`config.mk`:
```
export PLATFORM = sky130hd
export DESIGN_NAME = tpu_slot_sched
export DESIGN_NICKNAME = d
export VERILOG_FILES = /design/src/rtl/tpu_slot_sched.sv
export SDC_FILE = /design/constraint.sdc
export NUM_CORES = 1
export LEC_CHECK = 0
export CORE_UTILIZATION = 45
export DETAILED_ROUTE_END_ITERATION = 16
export GPL_TIMING_DRIVEN = 0
export PLACE_DENSITY = 0.65
export SLEW_MARGIN = 20
export SYNTH_ARGS = -nofsm -noshare
export SYNTH_HDL_FRONTEND = slang
export SYNTH_SLANG_ARGS = --single-unit
```
`constraint.sdc`:
```
create_clock -name SYS_CLK -period 2.5 [get_ports SYS_CLK]
set_input_delay 0.375 -clock SYS_CLK [delete_from_list [all_inputs] [get_ports SYS_CLK]]
set_output_delay 0.375 -clock SYS_CLK [all_outputs]
set_load 0.02 [all_outputs]
```
`src/rtl/tpu_slot_sched.sv`:
```
// ----------------------------------------------------------------------------
// tpu_slot_sched
//
// Purpose:
//   Frame-by-frame slot scheduler for the tpu timing block. A small
//   programmable table holds {repeat, rx_en, tx_en, rx_slot, tx_slot} entries.
//   Once started, the scheduler walks entries 0..LAST_IDX and applies each one
//   atomically on FRAME_TICK. An entry stays on the outputs for repeat+1
//   frames before the next entry is applied.
//
// Optional feature:
//   TPU_SCHED_CONFLICT_CHK_EN - when defined, an applied entry with both
//   enables set and tx_slot == rx_slot has its RX enable suppressed, and
//   CONFLICT pulses for one cycle. When undefined, entries are applied
//   verbatim and CONFLICT is tied low.
//
// Ports:
//   SYS_CLK     in   system clock (rising edge)
//   RSTSCH      in   synchronous active-high reset (table is not cleared)
//   WR_EN       in   table write strobe
//   WR_ADDR     in   table write address
//   WR_DATA     in   entry {repeat, rx_en, tx_en, rx_slot, tx_slot}
//   LAST_IDX    in   index of the last active entry, latched on START
//   START       in   begin schedule (pulse, honoured only in IDLE)
//   STOP        in   end schedule (pulse, wins over START)
//   FRAME_TICK  in   frame-start pulse from the tpu
//   TX_SLOT     out  applied TX slot
//   RX_SLOT     out  applied RX slot
//   TXSLOT_EN   out  applied TX enable
//   RXSLOT_EN   out  applied RX enable
//   CUR_IDX     out  index of the entry currently applied
//   BUSY        out  high in any state other than IDLE
//   WRAP_IRQ    out  one-cycle pulse when the index wraps LAST_IDX -> 0
//   CONFLICT    out  one-cycle pulse when an applied entry had an RX/TX clash
// ----------------------------------------------------------------------------
module tpu_slot_sched #(
  parameter  int DEPTH   = 8,
  parameter  int SLOT_W  = 8,
  parameter  int RPT_W   = 4,
  localparam int IDX_W   = $clog2(DEPTH),
  localparam int ENTRY_W = 2 * SLOT_W + 2 + RPT_W
) (
  input  logic               SYS_CLK,
  input  logic               RSTSCH,
  input  logic               WR_EN,
  input  logic [IDX_W-1:0]   WR_ADDR,
  input  logic [ENTRY_W-1:0] WR_DATA,
  input  logic [IDX_W-1:0]   LAST_IDX,
  input  logic               START,
  input  logic               STOP,
  input  logic               FRAME_TICK,
  output logic [SLOT_W-1:0]  TX_SLOT,
  output logic [SLOT_W-1:0]  RX_SLOT,
  output logic               TXSLOT_EN,
  output logic               RXSLOT_EN,
  output logic [IDX_W-1:0]   CUR_IDX,
  output logic               BUSY,
  output logic               WRAP_IRQ,
  output logic               CONFLICT
);

  typedef enum logic [1:0] {
    S_IDLE     = 2'd0,
    S_ARM      = 2'd1,
    S_RUN      = 2'd2,
    S_STOPPING = 2'd3
  } state_t;

  state_t              state_q;
  logic [ENTRY_W-1:0]  table_q [DEPTH];
  logic [IDX_W-1:0]    last_q;
  logic [IDX_W-1:0]    idx_q;
  logic [RPT_W-1:0]    rpt_q;
  logic [SLOT_W-1:0]   tx_slot_q;
  logic [SLOT_W-1:0]   rx_slot_q;
  logic                tx_en_q;
  logic                rx_en_q;
  logic                wrap_q;
  logic                conflict_q;

  // Entry selection for the next apply.
  logic                wrap_d;
  logic [IDX_W-1:0]    apply_idx_d;
  logic [ENTRY_W-1:0]  entry_d;
  logic [SLOT_W-1:0]   ent_tx_d;
  logic [SLOT_W-1:0]   ent_rx_d;
  logic                ent_tx_en_d;
  logic                ent_rx_en_d;
  logic [RPT_W-1:0]    ent_rpt_d;
  logic                ent_conflict_d;
  logic                ent_rx_en_eff_d;

  // Table storage. Not reset so the schedule survives RSTSCH. The apply path
  // reads the array in the same cycle as a possible write, so a colliding
  // apply naturally sees the old contents and the new value from next cycle.
  always_ff @(posedge SYS_CLK) begin
    if (WR_EN) begin
      table_q[WR_ADDR] <= WR_DATA;
    end
  end

  always_comb begin
    wrap_d      = (idx_q == last_q);
    apply_idx_d = '0;
    // In ARM the first apply is always entry 0; in RUN it is the successor.
    if (state_q == S_RUN && !wrap_d) begin
      apply_idx_d = idx_q + 1'b1;
    end
  end

  assign entry_d     = table_q[apply_idx_d];
  assign ent_tx_d    = entry_d[SLOT_W-1:0];
  assign ent_rx_d    = entry_d[2*SLOT_W-1:SLOT_W];
  assign ent_tx_en_d = entry_d[2*SLOT_W];
  assign ent_rx_en_d = entry_d[2*SLOT_W+1];
  assign ent_rpt_d   = entry_d[ENTRY_W-1 -: RPT_W];

`ifdef TPU_SCHED_CONFLICT_CHK_EN
  // TX and RX on the same slot cannot both be served; TX takes precedence.
  assign ent_conflict_d = ent_tx_en_d & ent_rx_en_d & (ent_tx_d == ent_rx_d);
`else
  assign ent_conflict_d = 1'b0;
`endif

  assign ent_rx_en_eff_d = ent_rx_en_d & ~ent_conflict_d;

  // Scheduler FSM with registered outputs.
  always_ff @(posedge SYS_CLK) begin
    if (RSTSCH) begin
      state_q    <= S_IDLE;
      last_q     <= '0;
      idx_q      <= '0;
      rpt_q      <= '0;
      tx_slot_q  <= '0;
      rx_slot_q  <= '0;
      tx_en_q    <= 1'b0;
      rx_en_q    <= 1'b0;
      wrap_q     <= 1'b0;
      conflict_q <= 1'b0;
    end else begin
      wrap_q     <= 1'b0;
      conflict_q <= 1'b0;
      case (state_q)
        S_IDLE: begin
          // STOP in the same cycle suppresses START.
          if (START && !STOP) begin
            last_q  <= LAST_IDX;
            idx_q   <= '0;
            state_q <= S_ARM;
          end
        end
        S_ARM: begin
          if (STOP) begin
            state_q <= S_IDLE;
          end else if (FRAME_TICK) begin
            tx_slot_q  <= ent_tx_d;
            rx_slot_q  <= ent_rx_d;
            tx_en_q    <= ent_tx_en_d;
            rx_en_q    <= ent_rx_en_eff_d;
            conflict_q <= ent_conflict_d;
            idx_q      <= apply_idx_d;
            rpt_q      <= ent_rpt_d;
            state_q    <= S_RUN;
          end
        end
        S_RUN: begin
          // STOP takes priority over a coincident tick: outputs are held
          // and the disable happens on the following tick.
          if (STOP) begin
            state_q <= S_STOPPING;
          end else if (FRAME_TICK) begin
            if (rpt_q != '0) begin
              rpt_q <= rpt_q - 1'b1;
            end else begin
              tx_slot_q  <= ent_tx_d;
              rx_slot_q  <= ent_rx_d;
              tx_en_q    <= ent_tx_en_d;
              rx_en_q    <= ent_rx_en_eff_d;
              conflict_q <= ent_conflict_d;
              idx_q      <= apply_idx_d;
              rpt_q      <= ent_rpt_d;
              wrap_q     <= wrap_d;
            end
          end
        end
        S_STOPPING: begin
          if (FRAME_TICK) begin
            tx_en_q <= 1'b0;
            rx_en_q <= 1'b0;
            state_q <= S_IDLE;
          end
        end
        default: state_q <= S_IDLE;
      endcase
    end
  end

  assign TX_SLOT   = tx_slot_q;
  assign RX_SLOT   = rx_slot_q;
  assign TXSLOT_EN = tx_en_q;
  assign RXSLOT_EN = rx_en_q;
  assign CUR_IDX   = idx_q;
  assign BUSY      = (state_q != S_IDLE);
  assign WRAP_IRQ  = wrap_q;
  assign CONFLICT  = conflict_q;

endmodule

```
# Word level (Yosys, flattened, before mapping)
# Memory sizes are Yosys's and may differ from the RTL's.
# Cells that the tools add are included.
# totals
ff_bits	31
mem_bits_rw	176
in_bits	34
wordCells	91
n_memories	1
# classes
addsub	2
n_eq_ne	13
n_mux	47
bitwise	2
reduce_logical	17
# mem_list
name	words	word_bits	rd	rd_clocked_by_memory_dff	wr	line	rtl
table_q	8	22	1	0	1	70	logic [ENTRY_W-1:0] table_q [DEPTH];
# ops
operator	count
2-to-1 mux 8 bit	10
one-hot mux 8 bit (2 select lines)	2
2-to-1 mux 3 bit	7
2-to-1 mux 4 bit	5
inequality test 2 bit, second input constant	8
AND reduction 7 bit	2
2-to-1 mux 1 bit	13
2-to-1 mux 2 bit	5
one-hot mux 3 bit (3 select lines)	1
one-hot mux 2 bit (4 select lines)	1
one-hot mux 4 bit (2 select lines)	1
one-hot mux 1 bit (3 select lines)	2
AND reduction 6 bit	1
nonzero test 3 bit	2
AND reduction 5 bit	1
OR reduction 5 bit	1
== test 2 bit, second input constant	2
AND reduction 4 bit	1
nonzero test 2 bit	2
nonzero test 4 bit	1
subtractor 4 x 1 -> 4 bit, second input constant	1
adder 3 x 1 -> 3 bit, second input constant	1
== test 3 bit	1
inequality test 3 bit, second input constant	1
6 further kinds	9

# Longest topological paths before layout
# An unclocked memory read counts as a cell.
# depth
word_depth	9
depth_mapped	8

# Least setup slack after synthesis
# OpenSTA, ideal clock, no wires.
# synth_path
kind	input port to flip-flop
startpoint	in WR_ADDR[0]
endpoint	mem table_q[0][0] (netlist bit), enable pin
setup_ns	0.429
arrival_time_ns	2.091
setup_slack_ns	-0.020
path_stages	2
path_buffers	0
path_cell_list	nand2b_1 nor3_1
# synth_lines
item	line	rtl
start: declaration	46	input logic [IDX_W-1:0] WR_ADDR,
end: declaration	70	
# No word-level cell before the write port.

# Worst setup path after layout
# layout_path
startpoint	reg rpt_q[0]
endpoint	reg tx_en_q (netlist: TXSLOT_EN)
# layout_between
elab_chain_cells	3
# layout_rtl
item	line	rtl
start: declaration	73	logic [RPT_W-1:0] rpt_q;
start signal: assignment	162	rpt_q <= ent_rpt_d;
start signal: assignment	173	rpt_q <= rpt_q - 1'b1;
start signal: assignment	181	rpt_q <= ent_rpt_d;
nonzero test 4 bit	172	if (rpt_q != '0) begin
inequality test 2 bit (no source line)	n/a	
AND reduction 7 bit (no source line)	n/a	
end signal: assignment	158	tx_en_q <= ent_tx_en_d;
end signal: assignment	177	tx_en_q <= ent_tx_en_d;
end: declaration	76	logic tx_en_q;
# Every way passes these cells.
# A chain may end at the register's enable or synchronous reset.

==> impl_metrics.tcl <==
set metrics [dict create \
    drt-initial-drc-count 416 \
    viasPerCell 5.83 \
    yosys.area_share.xor_xnor 0.0121 \
    fmax_ghz 0.421 \
    wire_per_inst_um 22.0 \
    p_switching_mw 1.57 \
    drive_above_1_share 0.151 \
    critPathMaxFanout 7 \
    violations "DRC" \
    synth.distinct_cells 62 \
    report.final.slew_viol_count 0 \
    worst_slack_ps 123 \
    ys_ff_latch 207 \
    yosys.area_share.simple 0.0632 \
    maxCapViolCount 0 \
    clkTransAtPathRegs_ps 60 \
    p_leak_nw 3.29 \
    peakVddDrop_mv 0.703 \
    synth.avg_cell_area_um2 14.3 \
    ctsLongestPathBuffers 3 \
    firstDrtPassIters 13 \
    numCtsBuffers 22 \
    slowest_stage "or3b_1" \
    area_growth_pct 20.8 \
    track_usage 0.212 \
    dieArea_mm2 0.0192 \
    yosys_warnings 0 \
    seq_power_share 0.532 \
    finalHoldViolations 0 \
    ant_nets 0 \
    grt_setup_unrepaired "no" \
    start_util 0.463 \
    io_pins 58 \
    async_flop_share 0 \
    max_stage_delay_ps 480 \
    pre_cts_ws_ps -83.0 \
    syn_area_mm2 0.00841 \
    synth_edf_count 176 \
    overflow 0 \
    sw_frac_of_total 0.214 \
    finalSetupViolCount 0 \
    end_kind "register" \
    postCtsSetupRepairBufs 0 \
    htree_levels 1 \
    synth_top_family_by_area "compound AO/OA/AOI/OAI gates" \
    gp_congestion 0.857 \
    power_frac_comb 0.062 \
    numPortBuffers 56 \
    chipHeight_um 139 \
    relSlewSlack 0.408 \
    min_period_over_period 0.951 \
    rows 49 \
    coreArea_mm2 0.0181 \
    synth_flop_cell "edfxtp_1" \
    synth_fp_nets 626 \
    die_w_um 139 \
    period_minus_slack_ps 2380 \
    antennaDiodeCount 0 \
    finClkSkew_ps 16.8 \
    clock_latency_ps 510 \
    cts_tree "done" \
    vias 5349 \
    path_cells "inv_1 -> ha_1 -> or3b_1 -> nor2_2 -> o21ai_0 -> a2111oi_0 -> a221o_1" \
    clkPwrFrac 0.406 \
    antenna_found_initial 0 \
    synthTopCellsByArea "edfxtp_1 (63%), dfxtp_1 (7.4%), mux2i_1 (4.5%)" \
    tightestPinTransition_ps 877 \
    powerDensity_mw_per_mm2 724 \
    intPower_mw 5.79 \
    grt_max_degree 23 \
    final_nets 714 \
    numClockSinks 207 \
    grt_pass1_wl_um 30800 \
    yosysTopAreaCellShare 0.629 \
    crit_type "reg -> reg" \
    totalWireLength_um 20200 \
    root_buffer "clkbuf_16" \
    yosys.area_share.adder 0.00893 \
    cp.arrival_ps 2820 \
    yosys.area.top_type "edfxtp_1" \
    finalPower_mw 7.36 \
    first_global_vias 5371 \
    dpl.hpwl_um 13300 \
    synthCells 586 \
    min_path_type "reg -> reg" \
    startpoint_type "register" \
    synth-compound-area-share 0.127 \
    route.detailed.drc 8 \
    ys_seq_area_frac 0.702 \
    status "finished, violations left" \
    required_ps 2940 \
    synthMuxAreaShare 0.0613 \
]
[cells in the mapped netlist, types with 5 or more instances]
library cell  instances
edfxtp_1            176
nor2_1               54
mux2i_1              38
o21ai_0              34
dfxtp_1              31
a21oi_1              28
nand2_1              24
a221oi_1             16
o22ai_1              16
buf_2                14
a31o_2               11
clkbuf_1             11
inv_1                11
mux2_2               10
nand3_1               9
nor3_1                8
o211ai_1              8
nand2b_1              7
a31oi_1               6
ha_1                  6
a221o_1               5
buf_4                 5
[stage by stage]
step	instance area [um^2]	instances	utilization	setup TNS [ps]	hold WS (ps)
after floorplan	8410	586	-	0	466
after global placement	9260	871	0.510	-158970	480
after detailed placement	9490	880	0.523	-541	476
after CTS	10100	919	0.559	0	489
after global routing	10200	918	0.560	0	532
final	10200	918	0.560	0	489
[cell usage in the layout, fill, tap and decap left out, drive strengths merged, types with 9 or more instances in the layout]
master           n
clkdlybuf4s50   56
a31o            11
nand2           24
mux2            10
nand3            9
clkbuf          45
inv             12
o21ai           35
a21oi           28
mux2i           38
a221oi          16
edfxtp         176
dfxtp           31
nor2            55
o22ai           16
buf             31
[critical path, delay by kind of cell (launching register included)]
family | cells | cell delay [ps]
buffers and inverters | 1 | 70
adders and majority gates | 1 | 200
and+or+nand+nor | 2 | 810
DFF | 1 | 330
AOI/OAI and AO/OA | 3 | 910
[per-layer routing]
metal | part of all wire | routed length, um | GRT usage | up-vias
met3 | 0.070 | 1420 | 0.0356 | 45
met5 | 0 | 0 | 0 | -
li1 | - | - | - | 2456
met4 | 0.026 | 530 | 0.0591 | 0
met1 | 0.42 | 8470 | 0.283 | 2612
met2 | 0.48 | 9730 | 0.359 | 236
[sequential cells by signal, indices dropped and copies added, names as in the netlist, named ones only]
signal	flops
WRAP_IRQ	1
TX_SLOT	8
last_q	3
table_q	176
CUR_IDX	3
rpt_q	4
TXSLOT_EN	1
RX_SLOT	8
state_q	1
RXSLOT_EN	1
[path summary, 6_finish.rpt]
kind | depth (start not counted) | start | slack [ps] | endpoint
worst min-delay path | 1 | TXSLOT_EN | 490 | TXSLOT_EN
worst max register to register | 7 | rpt_q[0] | 120 | TXSLOT_EN
worst max-delay path | 7 | rpt_q[0] | 120 | TXSLOT_EN
worst min register to register | 1 | TXSLOT_EN | 490 | TXSLOT_EN
[layout make-up]
cell class              instances  area, um^2
flip-flops and latches        207        5910
fillers                      1458        7990
clock buffers                  35         629
well taps                     229         287
repair buffers                 65         732
plain buffers                  32         163
clock inverters                 4        30.0
multi-input cells             334        2370
inverters                      12        45.0
[timing repair]
item / 4_1_cts / 5_1_grt
setup endpoints to repair: 11 / 16
pin swaps: 0 / 0
resized for setup: 2 / 6
endpoints found under the hold margin: 0 / 0
hold buffers: 0 / 0
[power groups by stage]
stage,Sequential (mW),Clock (mW),Combinational (mW)
floorplan,4.00,0,0.209
global placement,3.99,0,0.417
CTS,3.92,3.02,0.457
global route,3.92,3.18,0.498
detailed placement,3.99,0,0.454
finish,3.92,2.99,0.459
[cell families (layout without fill, tap and decap cells)]
kind of cell	Yosys count	in the layout
adders and majority gates	6	6
buffers and inverters	45	148
other	1	1
DFF	207	207
AOI/OAI and AO/OA	151	151
xor gates and xnor gates	9	9
muxes	49	49
and+or+nand+nor	118	118
Power figures use the tool's default switching activity.
